<file path="config.mk">
export PLATFORM = sky130hd
export DESIGN_NAME = vga_ctrl
export DESIGN_NICKNAME = d
export VERILOG_FILES = /design/src/rtl/vga_ctrl.sv
export SDC_FILE = /design/constraint.sdc
export NUM_CORES = 1
export LEC_CHECK = 0
export CAP_MARGIN = 20
export CORE_MARGIN = 4
export CORE_UTILIZATION = 56
export DETAILED_ROUTE_END_ITERATION = 10
export DONT_BUFFER_PORTS = 1
export PLACE_DENSITY_LB_ADDON = 0.12
export SYNTH_ARGS = -nofsm -noshare
export SYNTH_HDL_FRONTEND = slang
export SYNTH_SLANG_ARGS = --single-unit
</file>
<file path="constraint.sdc">
create_clock -name clk -period 2.6 [get_ports clk]
set_input_delay 0.52 -clock clk [delete_from_list [all_inputs] [get_ports clk]]
set_output_delay 0.52 -clock clk [all_outputs]
set_load 0.02 [all_outputs]
</file>
<file path="src/rtl/vga_ctrl.sv">
// VGA timing generator and pixel fetcher.
// Free-running h/v counters drive the frame-buffer address combinationally; the returned
// pixel and the sync/blank flags are registered together so all pins share one clock of lag.
module vga_ctrl #(
    parameter int unsigned H_SYNC   = 96,
    parameter int unsigned H_BP     = 48,
    parameter int unsigned H_ACTIVE = 640,
    parameter int unsigned H_FP     = 16,
    parameter int unsigned V_SYNC   = 2,
    parameter int unsigned V_BP     = 33,
    parameter int unsigned V_ACTIVE = 480,
    parameter int unsigned V_FP     = 10
) (
    input  logic        clk,
    input  logic        rst,
    input  logic [23:0] vga_data,
    output logic [9:0]  h_addr,
    output logic [9:0]  v_addr,
    output logic        addr_valid,
    output logic        hsync,
    output logic        vsync,
    output logic        blank_n,
    output logic [7:0]  vga_r,
    output logic [7:0]  vga_g,
    output logic [7:0]  vga_b,
    output logic        frame_start
);

    localparam int unsigned HTotal = H_SYNC + H_BP + H_ACTIVE + H_FP;
    localparam int unsigned VTotal = V_SYNC + V_BP + V_ACTIVE + V_FP;
    localparam int unsigned HW     = $clog2(HTotal);
    localparam int unsigned VW     = $clog2(VTotal);

    localparam logic [HW-1:0] HMax      = HW'(HTotal - 1);
    localparam logic [VW-1:0] VMax      = VW'(VTotal - 1);
    localparam logic [HW-1:0] HSyncEnd  = HW'(H_SYNC);
    localparam logic [VW-1:0] VSyncEnd  = VW'(V_SYNC);
    localparam logic [HW-1:0] HActStart = HW'(H_SYNC + H_BP);
    localparam logic [HW-1:0] HActEnd   = HW'(H_SYNC + H_BP + H_ACTIVE);
    localparam logic [VW-1:0] VActStart = VW'(V_SYNC + V_BP);
    localparam logic [VW-1:0] VActEnd   = VW'(V_SYNC + V_BP + V_ACTIVE);

    logic [HW-1:0] h_cnt_q, h_cnt_d;
    logic [VW-1:0] v_cnt_q, v_cnt_d;
    logic          h_active, v_active;

    logic          hsync_q, vsync_q, blank_n_q, frame_start_q;
    logic [23:0]   rgb_q;

    // Next counter position: h wraps every line, v advances at end of each line.
    always_comb begin
        h_cnt_d = h_cnt_q + HW'(1);
        v_cnt_d = v_cnt_q;
        if (h_cnt_q == HMax) begin
            h_cnt_d = '0;
            v_cnt_d = (v_cnt_q == VMax) ? '0 : v_cnt_q + VW'(1);
        end
    end

    // Counter registers, reset to the top-left of the sync region.
    always_ff @(posedge clk) begin
        if (rst) begin
            h_cnt_q <= '0;
            v_cnt_q <= '0;
        end else begin
            h_cnt_q <= h_cnt_d;
            v_cnt_q <= v_cnt_d;
        end
    end

    // Address stage: window decode and pixel coordinates, zero outside the window.
    always_comb begin
        h_active   = (h_cnt_q >= HActStart) && (h_cnt_q < HActEnd);
        v_active   = (v_cnt_q >= VActStart) && (v_cnt_q < VActEnd);
        addr_valid = h_active && v_active;
        h_addr     = '0;
        v_addr     = '0;
        if (addr_valid) begin
            h_addr = 10'(h_cnt_q - HActStart);
            v_addr = 10'(v_cnt_q - VActStart);
        end
    end

    // Output stage: one register level so sync, blank and RGB stay aligned.
    always_ff @(posedge clk) begin
        if (rst) begin
            hsync_q       <= 1'b1;
            vsync_q       <= 1'b1;
            blank_n_q     <= 1'b0;
            rgb_q         <= '0;
            frame_start_q <= 1'b0;
        end else begin
            hsync_q       <= !(h_cnt_q < HSyncEnd);
            vsync_q       <= !(v_cnt_q < VSyncEnd);
            blank_n_q     <= addr_valid;
            rgb_q         <= addr_valid ? vga_data : 24'h0;
            frame_start_q <= (h_cnt_q == '0) && (v_cnt_q == '0);
        end
    end

    // Pin breakout.
    always_comb begin
        hsync       = hsync_q;
        vsync       = vsync_q;
        blank_n     = blank_n_q;
        frame_start = frame_start_q;
        vga_r       = rgb_q[23:16];
        vga_g       = rgb_q[15:8];
        vga_b       = rgb_q[7:0];
    end

endmodule

</file>
==> impl_results.md <==
- Status: finished, violations left
- Failing checks: negative setup slack
- Share of cells above drive strength 1: approximately 37%
- Rows: 23
- Clk_lat worst skew: 300 ps
- Gr ovfl total: 0
- RD Place Congestion: 0.814
- CP Data Required Time: 2080 ps
- Largest area contributor in the synthesized netlist: dfxtp_1
- Asr flop ratio synth: 0%
- Post-synth top area share: 41.3%
- Arrival @ worst endpoint: 2220 ps
- TritonCTS clock tree: built
- Max clock buf depth: 2
- Register area share after synthesis: between 40 and 50%
- Post-synth top cells: dfxtp_1 (48), nor2_1 (43), xnor2_1 (21), nor3b_2 (18), inv_1 (13)
- Root Buffer: clkbuf_8
- Max incr delay on CP: 610 ps
- Horiz. Die Dim: 72.4 µm
- Worst r2r src: v_cnt_q[1]
- CP Launch Type: flop
- Skew final: 5.91 ps
- Synth unique cells: 39
- Final wirelength: 5360 µm
- Critical path origin: v_cnt_q[1]
- Largest net degree at the start of global routing: 31
- Detailed placement HPWL: 3630 µm
- # IOs: 75
- I/O Buffers: 0
- Critical path class: flop to output pin
- Tot Pwr: approximately 1.4 mW
- Die Y: 72.4 µm
- CP cell instances: ha_4 > nor4_4 > a21boi_1 > or4_4 > clkbuf_16 > a21oi_4 > buf_6
- Initial Util: 58.1%
- Leakage: 1.16 nW
- Clk sinks: 48
- Flop2flop setup slack: approximately 380 ps
- Largest cells by area after synthesis: dfxtp_1 (41%), nor3b_2 (9.7%), xnor2_1 (7.9%)
- Unrepaired setup endpoints after global routing: true
- Synth warn: 0
- Most common cell in the netlist: dfxtp_1
- Fin crit share: 105%
- # Max-Cap Violations: 0
- Post-route cell area: 0.00304 mm²
- Final Setup Violations: 20
- Number of antenna violations at the first check in global routing: 0
- Cell Pwr Density: about 450 mW/mm²
- DRC violations left: 0
- DR vias: roughly 1900
- Primary FF master, synth: dfxtp_1
- DR WL/cell: 15.5 µm
- Syn avg cell area: 9.19 µm²
- Crit path max-delay family: simple AND/OR/NAND/NOR gates
- Max VDD drop: 0.351 mV
- Slew Limit Fails: 0
- Post-Route Utilization: 76.1%
- Minimum clock period after layout: ~2700 ps
- # diodes: 0
- Vias in the first global route: 1716
- Via density: about 5.5
- Highest net fanout along the worst path: 6
- Setup ws final: -140 ps
- # fillers: 284
- Placeable core region: 0.00400 mm²
- Die area: 0.00525 mm²
- Crit-path slowest cell: or4_4
- Max_slew headroom: about two thirds
- Buf/Inv on CP: 2
- First-pass GRT wire length: 7940 µm
- Number of flops mapped to enable cells by yosys: 0
- Placed Area: 0.00265 mm²
- Area Overhead vs Synth: 30.9%
- Final Hold Fails: 0
- Post-cts hold buffer count: 0
- Mapped cell area: 0.00233 mm²
- Synth Register Bits: 48
- Post-Route Setup TNS: -1770 ps
- DR iter-0 viols: 72
- Inserted Clock Buffers: 5
- CTS H-tree depth: 2
- Hold Path Class: primary input to flop
- Max Fclk: 365 MHz
- Syn Inst Count: between 200 and 300
- Number of iterations in the first detailed-routing pass: 4
- Crit end category: output pin
- Final ANT Viol Nets: 0
- GR Util All Layers: 19.0%
- Syn Nets: 287
- Hold path startpoint: rst
- Total Nets Final: around 330
- Clock transition at path regs: about 90 ps
- Worst slew pin tran: 514 ps
## worst register-to-register path, stage by stage, from the launching register on
cell,delay (ps)
dfxtp_2,350
ha_4,180
nor4_4,220
a21boi_1,100
or4_4,610
buf_12,190
buf_4,150
buf_4,160
nor3b_1,190
## registers in the layout, summed over array words and instances, names as in the netlist
| signal | count |
|---|---|
| rgb_q | 24 |
| h_cnt_q | 10 |
| v_cnt_q | 10 |
| blank_n | 1 |
| frame_start | 1 |
| hsync | 1 |
| vsync | 1 |
## layout by cell type, fill, tap and decap left out, types with 11 or more instances in the layout
cell     netlist  final
dfxtp_1       48     45
buf_4          1     39
nor2_1        43     29
xnor2_1       21     21
nor3b_2       18     18
buf_6          4     13
inv_1         13     12
nand2_1       12     12
nor2_4         0     11
## where the power goes
part           internal, mW  switching, mW
clock                 0.314          0.249
combinational        0.0260         0.0223
sequential            0.742        0.00807
total                  1.08          0.279
## routing by layer
layer  part of all wire [%]  track usage, %  routed length, µm  up-vias
met3                    7.8            5.40                416        6
met4                    1.5            7.17                 78        0
met1                     44            24.3               2380      886
met5                      0               0                  0        -
met2                     46            30.3               2480       72
li1                       -               -                  -      925
## path summary, 6_finish.rpt
kind                 to  cells after the start
min           rgb_q[15]                      1
max reg2reg    rgb_q[1]                      8
min reg2reg  h_cnt_q[0]                      2
max           h_addr[6]                      7
## repair_timing
item                       CTS  global route
setup endpoints to repair   21            21
resized for setup            5            51
pin swaps                    1             8
buffers inserted             0             5
gates cloned                 0             1
## stage by stage
step                instances  setup WS, ps  hold slack [ps]
finish                    345          -140              287
CTS                       339          -108              275
global route              345          -240              264
floorplan                 253         -5.34              441
global placement          331          58.2              516
detailed placement        331          11.1              524
## kinds of logic (layout without fill, tap and decap cells)
group	count (synthesis)	count (layout)	synth area share (%)
simple gates	123	123	33.4
flops	48	48	41.3
buf+inv	34	76	7.37
xor+xnor	24	24	9.04
compound gates	16	16	4.57
fa+ha+maj	8	8	4.30
## layout make-up
type	count	area [µm²]	area share, %
Multi-Input combinational cell	171	1340	44.0
Sequential cell	48	965	31.7
Timing Repair Buffer	55	504	16.6
Clock buffer	6	82.6	2.71
Tap cell	50	62.6	2.06
Inverter	13	52.6	1.73
Clock inverter	2	38.8	1.27
(Power assumes the default switching activity.)
